===== config.mk =====
export PLATFORM = sky130hd
export DESIGN_NAME = layer_out_serializer
export DESIGN_NICKNAME = d
export VERILOG_FILES = /design/src/rtl/layer_out_serializer_pkg.sv /design/src/rtl/layer_out_serializer_collector.sv /design/src/rtl/layer_out_serializer.sv
export SDC_FILE = /design/constraint.sdc
export NUM_CORES = 2
export LEC_CHECK = 0
export BUFFER_PORTS_ARGS = -buffer_cell sky130_fd_sc_hd__buf_2
export CAP_MARGIN = 20
export CORE_MARGIN = 2
export CORE_UTILIZATION = 50
export CTS_CLUSTER_DIAMETER = 60
export CTS_CLUSTER_SIZE = 16
export DETAILED_ROUTE_END_ITERATION = 8
export PLACE_DENSITY = 0.81
export SLEW_MARGIN = 0
export SYNTH_ARGS = -nofsm -noshare
export SYNTH_HDL_FRONTEND = slang
export SYNTH_SLANG_ARGS = --single-unit

===== constraint.sdc =====
create_clock -name clk -period 3.2 [get_ports clk]
set_input_delay 0 -clock clk [delete_from_list [all_inputs] [get_ports clk]]
set_output_delay 0 -clock clk [all_outputs]
set_load 0.01 [all_outputs]

===== src/rtl/layer_out_serializer_pkg.sv =====
// Shared defaults and shift-FSM encodings for the layer output serializer.
package layer_out_serializer_pkg;

    localparam int NUM_NEURONS_DEF = 30;
    localparam int DATA_WIDTH_DEF  = 16;

    typedef logic [0:0] state_t;

    localparam state_t STATE_IDLE  = 1'b0;
    localparam state_t STATE_SHIFT = 1'b1;

endpackage


===== src/rtl/layer_out_serializer_collector.sv =====
// Collect bank: one register and one mask bit per upstream neuron.
// Exposes the post-capture bank so a frame completing this cycle can transfer immediately.
module neuron_out_collector
    import layer_out_serializer_pkg::*;
#(
    parameter int NUM_NEURONS = NUM_NEURONS_DEF,
    parameter int DATA_WIDTH  = DATA_WIDTH_DEF
) (
    input  logic                              clk,
    input  logic                              rst,
    input  logic [NUM_NEURONS*DATA_WIDTH-1:0] inData_i,
    input  logic [NUM_NEURONS-1:0]            inValid_i,
    input  logic                              clear_i,
    output logic [NUM_NEURONS*DATA_WIDTH-1:0] dataNext_o,
    output logic [NUM_NEURONS-1:0]            mask_o,
    output logic                              frameReady_o,
    output logic                              overflow_o
);

    logic [NUM_NEURONS*DATA_WIDTH-1:0] bank_q, bank_d;
    logic [NUM_NEURONS-1:0]            mask_q, mask_d;
    logic [NUM_NEURONS-1:0]            accept;
    logic                              overflow_q, overflow_d;

    // A strobe on a neuron whose word is already held is dropped and flagged, never overwritten.
    always_comb begin
        accept = inValid_i & ~mask_q;
        bank_d = bank_q;
        for (int i = 0; i < NUM_NEURONS; i++) begin
            if (accept[i]) begin
                bank_d[i*DATA_WIDTH +: DATA_WIDTH] = inData_i[i*DATA_WIDTH +: DATA_WIDTH];
            end
        end
        mask_d     = clear_i ? '0 : (mask_q | inValid_i);
        overflow_d = overflow_q | (|(inValid_i & mask_q));
    end

    always_ff @(posedge clk) begin
        if (rst) begin
            bank_q     <= '0;
            mask_q     <= '0;
            overflow_q <= 1'b0;
        end else begin
            bank_q     <= bank_d;
            mask_q     <= mask_d;
            overflow_q <= overflow_d;
        end
    end

    assign dataNext_o   = bank_d;
    assign mask_o       = mask_q;
    assign frameReady_o = &(mask_q | inValid_i);
    assign overflow_o   = overflow_q;

endmodule


===== src/rtl/layer_out_serializer.sv =====
// Gathers one word per upstream neuron, then streams them neuron 0 first onto the next layer's input bus.
// Output registers are loaded from next-state values so word 0 appears the cycle after the frame completes.
module layer_out_serializer
    import layer_out_serializer_pkg::*;
#(
    parameter int NUM_NEURONS = NUM_NEURONS_DEF,
    parameter int DATA_WIDTH  = DATA_WIDTH_DEF
) (
    input  logic                              clk,
    input  logic                              rst,
    input  logic [NUM_NEURONS*DATA_WIDTH-1:0] in_data,
    input  logic [NUM_NEURONS-1:0]            in_valid,
    output logic [DATA_WIDTH-1:0]             out_data,
    output logic                              out_valid,
    output logic                              out_last,
    output logic                              busy,
    output logic                              overflow
);

    localparam int                IDX_W    = $clog2(NUM_NEURONS);
    localparam logic [IDX_W-1:0]  LAST_IDX = IDX_W'(NUM_NEURONS - 1);

    logic [NUM_NEURONS*DATA_WIDTH-1:0] collectNext;
    logic [NUM_NEURONS-1:0]            collectMask;
    logic                              frameReady;
    logic                              transfer;

    logic [NUM_NEURONS*DATA_WIDTH-1:0] shiftBank_q, shiftBank_d;
    state_t                            state_q, state_d;
    logic [IDX_W-1:0]                  idx_q, idx_d;
    logic [DATA_WIDTH-1:0]             outData_q, outData_d;
    logic                              outValid_q, outValid_d;
    logic                              outLast_q, outLast_d;

    neuron_out_collector #(
        .NUM_NEURONS (NUM_NEURONS),
        .DATA_WIDTH  (DATA_WIDTH)
    ) u_collector (
        .clk          (clk),
        .rst          (rst),
        .inData_i     (in_data),
        .inValid_i    (in_valid),
        .clear_i      (transfer),
        .dataNext_o   (collectNext),
        .mask_o       (collectMask),
        .frameReady_o (frameReady),
        .overflow_o   (overflow)
    );

    // idx_q is the index of the word currently on out_data; a full collect bank waits for the last word.
    always_comb begin
        state_d     = state_q;
        idx_d       = idx_q;
        shiftBank_d = shiftBank_q;
        transfer    = 1'b0;
        case (state_q)
            STATE_IDLE: begin
                if (frameReady) begin
                    transfer    = 1'b1;
                    shiftBank_d = collectNext;
                    idx_d       = '0;
                    state_d     = STATE_SHIFT;
                end
            end
            default: begin
                if (idx_q == LAST_IDX) begin
                    idx_d = '0;
                    if (frameReady) begin
                        transfer    = 1'b1;
                        shiftBank_d = collectNext;
                    end else begin
                        state_d = STATE_IDLE;
                    end
                end else begin
                    idx_d = idx_q + 1'b1;
                end
            end
        endcase
        outValid_d = (state_d == STATE_SHIFT);
        outData_d  = outValid_d ? shiftBank_d[idx_d*DATA_WIDTH +: DATA_WIDTH] : '0;
        outLast_d  = outValid_d && (idx_d == LAST_IDX);
    end

    always_ff @(posedge clk) begin
        if (rst) begin
            state_q     <= STATE_IDLE;
            idx_q       <= '0;
            shiftBank_q <= '0;
            outData_q   <= '0;
            outValid_q  <= 1'b0;
            outLast_q   <= 1'b0;
        end else begin
            state_q     <= state_d;
            idx_q       <= idx_d;
            shiftBank_q <= shiftBank_d;
            outData_q   <= outData_d;
            outValid_q  <= outValid_d;
            outLast_q   <= outLast_d;
        end
    end

    assign out_data  = outData_q;
    assign out_valid = outValid_q;
    assign out_last  = outLast_q;
    assign busy      = (state_q == STATE_SHIFT) | (|collectMask);

endmodule

# == After elaboration in Yosys (flattened, before gate mapping) ==
# Cells that the tools add are included.
# word_totals
output_inout_bits,20
regBits,1014
# op_classes
n_shift,1
n_reduce_logical,6
muxes,41
n_eq_ne,2
add_sub_neg,1
bitwise,7
# ops
cell,count
$mux 480,3
$mux 16,30
$shiftx 480x10->16,1
$and 30x30->30,2
$reduce_or 30->1,2
$not 30->30,1
$or 30x30->30,1
$reduce_and 30->1,1
$mux 5,3
$eq 5x5->1 const B,2
$add 5x1->5 const B,1
$mux 1,5
$reduce_or 2->1,2
$or 1x1->1,2
$logic_and 1x1->1,1
$not 1->1,1

# == Longest topological paths before layout ==
# depth
word_depth,7
mapped_depth,15
ltp_nobuf,11

# == Cells and area by module ==
# Synthesis repeated with hierarchy kept, for this count alone.
# hier_totals
hier_cells,5092
hier_area_um2,46074.2
# by_module_without_submodules
module,area_each_um2,n_inst,cells_each
layer_out_serializer,24783.8,1,3380
neuron_out_collector,21290.4,1,1712

# == Worst setup path after synthesis ==
# Ideal clock, no wire load.
# synth_path
path_type,flip-flop to flip-flop
start,register idx_q[1]
end,"register outData_q[14], in the netlist out_data[14]"
slack_ns,0.628
path_stages_with_launch,16
period_less_slack_ns,2.572
arrival_time_ns,2.480
required_ns,3.108
setup_ns,0.092
cell_sequence,dfxtp_1 -> inv_1 -> ha_1 -> nand4_1 -> and2_1 -> buf_4 -> nand2b_1 -> clkbuf_1 -> a21o_1 -> a211o_1 -> buf_2 -> buf_2 -> a211o_1 -> o211ai_1 -> nor2_1 -> o32ai_1
# synth_between
elab_chain_cells,5
word_cells_on_any_way,12
classes_between,add/sub (1); eq/ne (1); shift (1); mux (7); bitwise (1); reduce/logical (1)
# synth_rtl
item,line,rtl
"start, declared",layer_out_serializer.sv:30,"logic [IDX_W-1:0] idx_q, idx_d;"
"start signal, assigned",layer_out_serializer.sv:94,idx_q <= idx_d;
branches (longest 5 deep; another with $add 5x1->5),-,
"end signal, assigned",layer_out_serializer.sv:96,outData_q <= outData_d;
"end, declared",layer_out_serializer.sv:31,"logic [DATA_WIDTH-1:0] outData_q, outData_d;"
# Several ways; the timed one is not identified.
# A chain may end at the register's enable or synchronous reset.

# == Worst setup path after layout ==
# layout_path
start,"register u_collector.mask_q[20], in the netlist u_collector.mask_o[20]"
end,"register outData_q[7], in the netlist out_data[7]"
# layout_between
elab_chain_cells,7
word_cells_on_any_way,16
classes_between,shift (1); mux (9); bitwise (4); reduce/logical (2)
# layout_rtl
item,line,rtl
"start, declared",layer_out_serializer_collector.sv:21,"logic [NUM_NEURONS-1:0] mask_q, mask_d;"
"start signal, assigned",layer_out_serializer_collector.sv:45,mask_q <= mask_d;
branches (longest 7 deep; another with $mux 480),-,
# Several ways; the timed one is not identified.

==> impl_results.md <==
* Outcome: finished, final reports clean
* Filler Cells Inserted at 5886
* Num CTS Buffers at 81
* Reg-to-Reg End: out_data[7]
* Vias per inst at 5.99
* Register area share after synthesis at 51.3%
* Minimum clock period at 3.19 ns
* Vias in the first global route at 36016
* Core Box Area at 78600 µm²
* CP Cell Sequence: nor2_1 > nor4_2 > nand4_2 > buf_4 > o31a_1 > a21o_4 > buf_12 > a221oi_1 > nor3_2 > nor3_2 > o32ai_1
* TritonCTS clock tree: built
* Worst-Margin Slew at 1.05 ns
* Final WS setup at 0.00803 ns
* First-pass GRT wire length at 222000 µm
* Starting density of the core at 50.3%
* LEAKAGE at 21.3 nW
* Final Total Pwr at 25.6 mW
* CTS Buffer Depth at 3
* Final Cell Area at 52000 µm²
* Via count at 37408
* Post-synthesis register bit count at 1014
* Endpoint type of the worst setup path: flip-flop
* Final net count at 5668
* Die X at 285 µm
* Final ANT Viol Nets at 0
* Pre-antenna DRT Iters at 6
* Yosys cell types at 56
* First DRT Iteration DRCs at 4126
* Grt ovf at 0
* All-Layer GR Usage at 35.8%
* Worst vdd ir at 0.374 mV
* WL final at 152000 µm
* CTS H-tree lvls at 3
* IO Port Bufs at 531
* CTS sink cnt at 1014
* CP top delay family: compound AO/OA/AOI/OAI gates
* Critical path peak fanout at 52
* I/O pins at 532
* Setup CP Type: flip-flop to flip-flop
* Worst R2R Start: u_collector.mask_o[20]
* Hold Crit Depth at 4
* Setup-failing EPs final at 0
* Slowest stage cell, crit path: a221oi_1
* Initial antenna violation count at 23
* Ys async rst share at 0%
* Syn_area_per_cell at 9.44 µm²
* R2R depth at 11
* Die Span Y at 285 µm
* Largest net degree at the start of global routing at 176
* Hold Fails Final Rpt at 0
* CP bufs+invs at 2
* Post-route clock period utilization at 99.7%
* Hold EP: u_collector.bank_q[275]
* Clock Tree Root: clkbuf_16
* CP peak stage delay at 0.54 ns
* Flop-to-flop setup slack at 0.008 ns
* Max-cap violations at 0
* Post-Place Worst Slack at -0.0623 ns
* Slew Limit Fails at 0
* Fraction of layout cells with a size suffix above 1 at 18.5%
* Clk slew on worst S/H paths at 0.07 ns
* Routed len/inst at 24.4 µm
* Worst min-delay path category: input pin to flip-flop
* DRC violations left at 0
* Post-synth net total at 4707
* Arrival @ worst endpoint at 3.70 ns
* CP Data Required Time at 3.71 ns
* Placed Instance Area at 43900 µm²
* Hold slack at 0.164 ns
* Syn-to-layout area delta at 31.4%
* Ys Warns at 0
* RSZ-0062 raised after global routing: true
* Worst skew pair latency at 0.65 ns
* PD cells at 492 nW/µm²
* Site Rows at 103
* Post-DP HPWL at 95300 µm
* Fmax at 313 MHz
* Die area at 81400 µm²
* Clock Skews at 0.0224 ns
* Gpl congestion at 0.932
* Max-slew headroom at 28.0%
* Mapped Cells at 4193
* Post-synth EDFFs at 0
* Crit-path most repeated cell: nor3_2
* Mapped Area at 39600 µm²
* Hold path startpoint: in_data[275]
* Post-synth top flop: dfxtp_1
* CP Launch Type: flip-flop
## layout by cell type, fill, tap and decap left out, types with 7 or more instances in the layout
master	synthesis	routed
buf_2	112	530
clkbuf_16	0	87
a41oi_1	10	10
nand2b_1	34	34
o21ai_0	49	48
a221oi_2	4	25
a31oi_1	33	33
diode_2	0	14
mux2i_1	470	470
buf_12	0	31
dfxtp_1	1014	1014
o32ai_1	16	16
nor2_1	1060	1060
o211ai_1	55	55
or3_1	10	10
nor4_1	8	7
nor3_1	60	46
a21oi_1	83	83
o31a_1	7	7
a311oi_1	16	14
a211oi_1	431	426
nor3_2	0	14
nand2_1	96	93
inv_6	0	7
nor2b_1	35	33
clkinvlp_4	0	9
buf_4	10	174
mux2_2	32	32
o22ai_1	21	16
a211o_1	23	22
a221oi_1	160	139
and2_1	20	19
dlygate4sd3_1	0	522
## per-layer routing
| layer | GRT usage, % | wire [µm] |
|---|---|---|
| met1 | 45.9 | 59900 |
| met2 | 54.4 | 66400 |
| met3 | 9.68 | 15400 |
| met4 | 20.8 | 10500 |
| met5 | 0 | 137 |
## synthesized netlist by cell type, types with 3 or more instances
cell,count,area (µm²)
a211o_1,23,201
a211oi_1,431,3240
a21oi_1,83,415
a221o_1,6,60.1
a221oi_1,160,1400
a221oi_2,4,60.1
a22o_1,4,35.0
a22oi_1,5,37.5
a311oi_1,16,140
a31oi_1,33,206
a41oi_1,10,87.6
and2_1,20,125
and4_1,3,26.3
buf_1,15,56.3
buf_2,112,561
buf_4,10,75.1
buf_6,3,33.8
clkbuf_1,247,927
dfxtp_1,1014,20300
mux2_2,32,360
mux2i_1,470,4700
nand2_1,96,360
nand2b_1,34,213
nand3_1,3,15.0
nand4_1,4,25.0
nor2_1,1060,3980
nor2b_1,35,219
nor3_1,60,300
nor4_1,8,50.1
nor4_2,5,62.6
o211ai_1,55,413
o21ai_0,49,245
o221ai_1,6,52.6
o22ai_1,21,131
o31a_1,7,61.3
o32ai_1,16,140
or3_1,10,62.6
## registers in the layout (all words and copies together) (netlist names)
register	cells
out_data	16
u_collector.mask_o	30
idx_q	5
u_collector.bank_q	480
out_valid	1
out_last	1
shiftBank_q	480
u_collector.overflow_o	1
## final cells by class
| cell class | instances | area (µm²) | area share, % |
|---|---|---|---|
| flip-flops and latches | 1014 | 20300 | 39.0 |
| multi-input cells | 2790 | 18000 | 34.6 |
| repair buffers | 1265 | 9990 | 19.2 |
| clock buffers | 92 | 2180 | 4.20 |
| well taps | 1050 | 1310 | 2.53 |
| clock inverters | 23 | 186 | 0.358 |
| diodes | 14 | 35.0 | 0.0674 |
| inverters | 2 | 7.51 | 0.0144 |
## per-stage QoR
stage	setup TNS, ns	std cells	util, %
floorplan	0	4193	-
global placement	-0.0979	5592	55.9
detailed placement	-0.309	5592	55.9
CTS	-0.0145	6230	65.6
global route	-0.434	6246	66.1
finish	0	6250	66.2
## tightest hold or removal path, cell delays in order
cell and delay, ns:
dlygate4sd3_1 0.52, buf_2 0.10, mux2i_1 0.07, nor2_1 0.08
## kinds of logic (layout without fill, tap and decap cells)
kind of cell	count (synthesis)	in the layout	synth area share, %
simple gates	1346	1346	13.9
flops	1014	1014	51.3
buf+inv	389	1382	4.19
mux	502	502	12.8
fa+ha+maj	2	2	0.0632
compound gates	940	940	17.7
other cells	0	14	0
## worst max-delay path by stage
stage,end,start,cells past startpoint
after floorplan,out_data[14],idx_q[1],15
after global placement,out_data[9],u_collector.mask_o[8],10
after detailed placement,out_data[6],u_collector.mask_o[8],10
after CTS,out_data[0],u_collector.mask_o[8],11
after global routing,out_data[14],idx_q[1],11
final,out_data[7],u_collector.mask_o[20],11
## what timing repair did
item                                   in CTS  in global routing
gates cloned                                0                  2
setup buffers                               1                  4
setup endpoints to repair                  10                178
hold buffers                              522                  0
pin swaps                                   1                  4
gates resized for setup                     8                 51
endpoints found under the hold margin     997                  0
## power breakdown
group | internal [mW] | total [mW] | switching [mW] | leakage (nW)
sequential | 13.0 | 13.1 | 0.137 | 8.25
clock | 4.90 | 9.70 | 4.80 | 1.14
combinational | 1.26 | 2.76 | 1.49 | 11.9
total | 19.2 | 25.6 | 6.43 | 21.3
Note: power is estimated with default switching activity, not from simulation.
